### config.mk
export PLATFORM = sky130hd
export DESIGN_NAME = booth_radix4_16bit_multiplier
export DESIGN_NICKNAME = d
export VERILOG_FILES = /design/src/rtl/booth_mult_pkg.sv /design/src/rtl/booth_pp_gen.sv /design/src/rtl/booth_radix4_16bit_multiplier.sv
export SDC_FILE = /design/constraint.sdc
export NUM_CORES = 1
export LEC_CHECK = 0
export BUFFER_PORTS_ARGS = -buffer_cell sky130_fd_sc_hd__buf_2
export CAP_MARGIN = 40
export CORE_ASPECT_RATIO = 1.25
export CORE_MARGIN = 10
export CORE_UTILIZATION = 60
export DETAILED_ROUTE_END_ITERATION = 12
export PLACE_DENSITY = 0.77
export SKIP_LAST_GASP = 1
export SYNTH_ARGS = -nofsm -noshare
export SYNTH_HDL_FRONTEND = slang
export SYNTH_HIERARCHICAL = 1
export SYNTH_SLANG_ARGS = --single-unit
### constraint.sdc
create_clock -name clk -period 8 [get_ports clk]
set_input_delay 0 -clock clk [delete_from_list [all_inputs] [get_ports clk]]
set_output_delay 0 -clock clk [all_outputs]
set_load 0.03 [all_outputs]
### src/rtl/booth_mult_pkg.sv
// Shared constants, Booth digit encoding and carry-save helpers for the radix-4 Booth multiplier.
package booth_mult_pkg;

    localparam int OP_W   = 16;
    localparam int PROD_W = 32;
    localparam int NUM_PP = 8;

    typedef enum logic [2:0] {
        ZERO = 3'd0,
        POS1 = 3'd1,
        POS2 = 3'd2,
        NEG1 = 3'd3,
        NEG2 = 3'd4
    } booth_digit_t;

    typedef struct packed {
        logic [PROD_W-1:0] sum;
        logic [PROD_W-1:0] carry;
    } csa_t;

    // Triplet is {b[2i+1], b[2i], b[2i-1]}.
    function automatic booth_digit_t booth_decode(input logic [2:0] triplet);
        booth_digit_t d;
        case (triplet)
            3'b001, 3'b010: d = POS1;
            3'b011:         d = POS2;
            3'b100:         d = NEG2;
            3'b101, 3'b110: d = NEG1;
            default:        d = ZERO;
        endcase
        return d;
    endfunction

    // 3:2 compressor over a full word; the carry is already weighted by 2.
    function automatic csa_t csa3(input logic [PROD_W-1:0] x,
                                  input logic [PROD_W-1:0] y,
                                  input logic [PROD_W-1:0] z);
        csa_t r;
        r.sum   = x ^ y ^ z;
        r.carry = ((x & y) | (x & z) | (y & z)) << 1;
        return r;
    endfunction

endpackage

### src/rtl/booth_pp_gen.sv
// Selects one Booth multiple of the multiplicand (0, +-a, +-2a) at 18-bit precision.
module booth_pp_gen
    import booth_mult_pkg::*;
(
    input  logic [2:0]      triplet,
    input  logic [OP_W-1:0] a,
    output logic [OP_W+1:0] mult,
    output logic            neg
);

    booth_digit_t      digit;
    logic [OP_W+1:0]   a_ext;
    logic [OP_W+1:0]   a_dbl;

    assign digit = booth_decode(triplet);
    assign a_ext = {{2{a[OP_W-1]}}, a};
    assign a_dbl = {a[OP_W-1], a, 1'b0};

    // Negative digits output the one's complement; the +1 travels separately as neg.
    always_comb begin
        mult = '0;
        neg  = 1'b0;
        case (digit)
            POS1: mult = a_ext;
            POS2: mult = a_dbl;
            NEG1: begin
                mult = ~a_ext;
                neg  = 1'b1;
            end
            NEG2: begin
                mult = ~a_dbl;
                neg  = 1'b1;
            end
            default: mult = '0;
        endcase
    end

endmodule

### src/rtl/booth_radix4_16bit_multiplier.sv
// Four-stage pipelined signed 16x16 radix-4 Booth multiplier: operand regs, partial products,
// carry-save reduction, final carry-propagate add.
module booth_radix4_16bit_multiplier
    import booth_mult_pkg::*;
(
    input  logic              clk,
    input  logic              rst_n,
    input  logic [OP_W-1:0]   a,
    input  logic [OP_W-1:0]   b,
    output logic [PROD_W-1:0] product
);

    logic [OP_W-1:0]   a_r;
    logic [OP_W-1:0]   b_r;
    logic [OP_W:0]     b_ext;
    logic [OP_W+1:0]   mult [NUM_PP];
    logic [NUM_PP-1:0] neg;

    logic [PROD_W-1:0] pp_next [NUM_PP];
    logic [PROD_W-1:0] corr_next;
    logic [PROD_W-1:0] pp_r [NUM_PP];
    logic [PROD_W-1:0] corr_r;

    csa_t l1a, l1b, l1c, l2a, l2b, l3, l4;
    logic [PROD_W-1:0] sum_r;
    logic [PROD_W-1:0] carry_r;

    assign b_ext = {b_r, 1'b0};

    for (genvar i = 0; i < NUM_PP; i++) begin : g_pp
        booth_pp_gen u_pp_gen (
            .triplet (b_ext[2*i+2:2*i]),
            .a       (a_r),
            .mult    (mult[i]),
            .neg     (neg[i])
        );
    end

    // Sign-extend each multiple to the product width, weight by 4^i, and gather the
    // negate corrections into one extra operand at columns 2i.
    always_comb begin
        corr_next = '0;
        for (int i = 0; i < NUM_PP; i++) begin
            pp_next[i]       = {{(PROD_W-OP_W-2){mult[i][OP_W+1]}}, mult[i]} << (2 * i);
            corr_next[2 * i] = neg[i];
        end
    end

    // Nine operands reduce 9 -> 6 -> 4 -> 3 -> 2.
    assign l1a = csa3(pp_r[0], pp_r[1], pp_r[2]);
    assign l1b = csa3(pp_r[3], pp_r[4], pp_r[5]);
    assign l1c = csa3(pp_r[6], pp_r[7], corr_r);
    assign l2a = csa3(l1a.sum, l1a.carry, l1b.sum);
    assign l2b = csa3(l1b.carry, l1c.sum, l1c.carry);
    assign l3  = csa3(l2a.sum, l2a.carry, l2b.sum);
    assign l4  = csa3(l3.sum, l3.carry, l2b.carry);

    // rst_n is active-high despite its name.
    always_ff @(posedge clk) begin
        if (rst_n) begin
            a_r     <= '0;
            b_r     <= '0;
            corr_r  <= '0;
            sum_r   <= '0;
            carry_r <= '0;
            product <= '0;
            for (int i = 0; i < NUM_PP; i++) begin
                pp_r[i] <= '0;
            end
        end else begin
            a_r     <= a;
            b_r     <= b;
            corr_r  <= corr_next;
            sum_r   <= l4.sum;
            carry_r <= l4.carry;
            product <= sum_r + carry_r;
            for (int i = 0; i < NUM_PP; i++) begin
                pp_r[i] <= pp_next[i];
            end
        end
    end

endmodule

Word level (Yosys, flattened, before mapping)
Memory sizes are Yosys's and may differ from the RTL's.
Cells that the tools add are included.
{"block": "word_totals", "register_bits": 136, "ramBits": 256, "input_bits": 34, "word_cells": 202, "romBits": 0, "memories": 1, "output_inout_bits": 32, "latch_bits": 0}
{"name": "pp_r", "depth": 8, "word_bits": 32, "rd": 8, "rd_ports_with_merged_regs": 0, "wr": 8, "line": "booth_radix4_16bit_multiplier.sv:21", "text": "logic [PROD_W-1:0] pp_r [NUM_PP];"}
{"block": "classes", "n_lt_le_gt_ge": 0, "n_eq_ne": 77, "addsub": 1, "reduce_logical": 22, "mux": 35, "multipliers": 0, "n_shift": 0, "n_bitwise": 59, "div_mod_pow": 0}
{"operator": "AND 31 bit", "count": 20}
{"operator": "one-hot mux 18 bit (4 select lines)", "count": 8}
{"operator": "bitwise OR 31 bit", "count": 14}
{"operator": "bitwise XOR 32 bit", "count": 13}
{"operator": "2-to-1 mux 32 bit", "count": 8}
{"operator": "== test 3 x 2 -> 1 bit (second input constant)", "count": 30}
{"operator": "== test 3 bit (second input constant)", "count": 29}
{"operator": "one-hot mux 3 bit (4 select lines)", "count": 7}
{"operator": "== test 3 x 1 -> 1 bit (second input constant)", "count": 15}
{"operator": "OR reduction 2 bit", "count": 22}
{"operator": "NOT 18 bit", "count": 2}
{"operator": "adder 32 bit", "count": 1}
{"operator": "bitwise XOR 32 x 15 -> 32 bit", "count": 1}
{"operator": "AND 31 x 15 -> 31 bit", "count": 1}
{"operator": "2-to-1 mux 1 bit", "count": 11}
{"operator": "one-hot mux 3 bit (3 select lines)", "count": 1}
{"operator": "bitwise OR 1 bit", "count": 8}
{"operator": "== test 2 bit (second input constant)", "count": 2}
{"operator": "== test 2 x 1 -> 1 bit (second input constant)", "count": 1}

Depth between registers and ports, before layout
An unclocked memory read counts as a cell.
{"block": "depth", "ltp_word": 13, "ltp_mapped": 9, "ltp_nobuf": 9}

Hierarchy
The synthesis kept the hierarchy.
{"mod": "booth_radix4_16bit_multiplier", "cells_each": 1178, "seq_area_each_um2": 5525.3, "n_inst": 1, "area_per_inst_um2": 12613.3}
{"mod": "booth_pp_gen", "cells_each": 66, "seq_area_each_um2": 0.0, "n_inst": 8, "area_per_inst_um2": 591.8}

Worst setup path before layout
No wires, ideal clock.
{"block": "synth_timing", "kind": "flip-flop to flip-flop", "startpoint": "mem pp_r[0][31]", "endpoint": "reg sum_r[29]", "stages_incl_launch_ff": 8, "path_buffers": 0, "synth_period_minus_slack_ps": 2931, "t_required_ps": 7872, "setup_time_ps": 128, "arrival_time_ps": 2803, "slack_ps": 5069, "cell_sequence": "dfxtp_1 fa_1 inv_1 fa_1 inv_1 fa_1 fa_1 nor2b_1"}
{"item": "start, declared", "line": "booth_radix4_16bit_multiplier.sv:21"}
{"item": "end signal, assigned", "line": "booth_radix4_16bit_multiplier.sv:74", "text": "sum_r <= l4.sum;"}
{"item": "end, declared", "line": "booth_radix4_16bit_multiplier.sv:25", "text": "logic [PROD_W-1:0] sum_r;"}

==> impl_metrics.json <==
{
  "synth_common_cells": "dfxtp_1, nor2b_1, inv_1",
  "diodes": 0,
  "row_count": 69,
  "crit_chain": "fa_1 > inv_1 > fa_1 > inv_1 > fa_1 > fa_1 > nor2b_1",
  "worstPathMaxFanout": 6,
  "ant_nets": 0,
  "rsz0062_at_grt": "no",
  "place_area_mm2": 0.01788,
  "port_buffers": 65,
  "dieHeight_um": 210.1,
  "critPathSlowestCell": "fa_1",
  "p_int_w": 0.003014,
  "synth_area_per_cell_um2": 10.17,
  "syn_area_mm2": 0.01735,
  "hp-class": "input pin to register",
  "min_period_over_period_pct": 39.50,
  "die_area_mm2": 0.03616,
  "max_stage_delay_ns": 0.76,
  "cts_buffer_depth": 3,
  "peakVddDrop_mv": 0.1814,
  "slew_violations": 0,
  "postSynthCellCount": 1706,
  "cts_setup_buffers": 0,
  "yosysSeqAreaShare_pct": 31.85,
  "grt_pass1_vias": 12360,
  "core_mm2": 0.02849,
  "ys_top_cells_by_area": "dfxtp_1, fa_1, nor2b_1, xnor2_1, o221ai_2",
  "clk_latency_ns": 0.55,
  "yosysTopAreaCellShare_pct": 31.85,
  "fin_crit_ns": 3.160,
  "power.share.switching_pct": 31.43,
  "root_buffer": "clkbuf_16",
  "cp-end-kind": "register",
  "stdcell_area_mm2": 0.01924,
  "pwr-share-clk_pct": 33.2,
  "final_hold_viol_count": 0,
  "worstSetupPathType": "register to register",
  "drt_iter0_markers": 1024,
  "cts_max_level": 1,
  "post-synth-top-count-cell": "dfxtp_1",
  "drc_errors": 0,
  "drv_cap": 0,
  "nNetsFinal": 1967,
  "p_leak_nw": 7.624,
  "antenna_found_initial": 0,
  "tightestPinTransition_ns": 0.8968,
  "power.switching_w": 0.001382,
  "synth-edff-count": 0,
  "drt-vias-per-instance": 5.764,
  "wire_per_inst_um": 17.79,
  "drive_gt1_share_pct": 14.78,
  "combPwrFrac_pct": 30.1,
  "start_kind": "register",
  "cts_sinks": 276,
  "track_usage_pct": 20.89,
  "cp_common_cell": "fa_1",
  "share_seq_of_total_power_pct": 36.7,
  "post-synth-top-area-cell": "dfxtp_1",
  "yosys_warnings": 6,
  "setup_viol": 0,
  "routed_wl_um": 37730,
  "fmax_ghz": 0.3165,
  "die-width_um": 172.1,
  "dr_total_vias": 12230,
  "finalSetupTns_ns": 0,
  "cts_buffers": 28,
  "ys_ff_latch": 276,
  "gp_congestion": 0.8709,
  "area_growth_pct": 10.91,
  "crit_buf_inv": 2,
  "synthArstFlopShare_pct": 0,
  "status": "finished clean",
  "power_density_mw_per_mm2": 228.5,
  "tritoncts": "done",
  "io_pins": 66,
  "relSlewSlack_pct": 40.13,
  "grt_first_pass_wirelength_um": 62470,
  "arrival_ns": 3.57,
  "grt_max_degree": 131,
  "path_clk_slew_ns": 0.06,
  "path_delay_family": "adder cells",
  "initial_utilization_pct": 60.89,
  "ys_types": 54,
  "hpwl_um": 25030,
  "cts_resized": 0,
  "yosys_most_used_dff": "dfxtp_1",
  "grt-ovfl-total": 0,
  "required_ns": 8.41,
  "finalClockSkew_ns": 0.007369,
  "dr.pass1.iters": 6
}
flip-flops by register name, summed over array words and instances, names as in the netlist:
| register | flops |
|---|---|
| pp_r | 144 |
| product | 32 |
| sum_r | 32 |
| carry_r | 28 |
| a_r | 16 |
| b_r | 16 |
| corr_r | 8 |
per-layer routing:
layer | GRT usage [%] | vias up | share of wire, %
met5 | 0 | - | 0
met4 | 7.475 | 0 | 3.0
met3 | 2.823 | 90 | 6.0
met2 | 35.14 | 389 | 48
met1 | 26.81 | 5925 | 43
li1 | - | 5821 | -
layout make-up:
type | instances | area [um^2]
Multi-Input combinational cell | 1092 | 10360
Fill cell | 2179 | 9250
Sequential cell | 276 | 5534
Timing Repair Buffer | 137 | 1070
Clock buffer | 37 | 805.8
Inverter | 209 | 784.5
Tap cell | 355 | 444.2
Clock inverter | 15 | 237.7
logic make-up after synthesis:
group / share of synthesized area, %
AO/OA/AOI/OAI: 13.87
other: 0.02162
buffers and inverters: 8.475
XOR/XNOR: 7.523
adder cells (fa/ha/maj): 18.82
AND/OR/NAND/NOR: 18.13
flip-flops: 31.85
multiplexers: 1.305
placed cells by master (no fill, tap or decap), types with 5 or more instances in the layout:
cell | synthesis | routed
a21boi_0 | 10 | 10
a21o_1 | 12 | 12
a21oi_1 | 40 | 40
buf_2 | 40 | 64
buf_4 | 16 | 31
bufinv_16 | 0 | 6
clkbuf_16 | 0 | 29
clkbuf_8 | 2 | 6
clkinvlp_4 | 0 | 5
dfxtp_1 | 276 | 269
dfxtp_2 | 0 | 7
dlygate4sd3_1 | 0 | 32
fa_1 | 120 | 120
ha_1 | 69 | 69
inv_1 | 209 | 209
mux2_2 | 13 | 13
mux2i_1 | 8 | 8
nand2_1 | 25 | 25
nand4b_1 | 120 | 120
nor2_1 | 26 | 26
nor2b_1 | 255 | 255
nor3_1 | 21 | 21
o21a_1 | 7 | 7
o21ai_0 | 33 | 33
o221ai_1 | 41 | 41
o221ai_2 | 80 | 80
or3b_1 | 8 | 8
xnor2_1 | 141 | 141
xor2_1 | 8 | 8
worst reg2reg max path, cell delays in order (launching register included):
cell	delay (ns)
dfxtp_1	0.38
fa_1	0.76
inv_1	0.17
fa_1	0.55
inv_1	0.12
fa_1	0.52
fa_1	0.40
nor2b_1	0.13
final timing paths:
| path | startpoint | endpoint | slack, ns | cells past startpoint |
|---|---|---|---|---|
| min reg2reg | sum_r[1] | product[1] | 0.44 | 1 |
| max reg2reg | pp_r[0][31] | sum_r[29] | 4.84 | 7 |
| min | rst_n | b_r[14] | 0.13 | 2 |
| max | pp_r[0][31] | sum_r[29] | 4.84 | 7 |
power by group through the flow:
| stage | logic, W | registers, W | clock network (W) |
|---|---|---|---|
| 2_1_floorplan | 0.000915 | 0.00173 | 0 |
| 3_3_place_gp | 0.00124 | 0.00165 | 0 |
| 3_5_place_dp | 0.00130 | 0.00164 | 0 |
| 4_1_cts | 0.00132 | 0.00161 | 0.00149 |
| 5_1_grt | 0.00149 | 0.00163 | 0.00154 |
| 6_report | 0.00132 | 0.00161 | 0.00146 |
metrics by stage:
step                setup slack [ns]  utilization [%]  instances  hold slack, ns  power (W)
detailed placement             4.818            62.74       2037          0.2117   0.002945
global placement               4.899            62.10       2028          0.2077   0.002892
global route                   4.688            67.53       2121          0.1864   0.004657
floorplan                      5.069                -       1709          0.1282   0.002643
finish                         4.840            67.53       2121          0.1311   0.004396
CTS                            4.814            67.53       2121          0.1395   0.004425
repair_timing:
| item | in CTS | in global routing |
|---|---|---|
| setup endpoints to repair | 0 | 0 |
| hold endpoints to repair | 32 | 0 |
| hold buffers | 32 | 0 |
(Power assumes the default switching activity.)
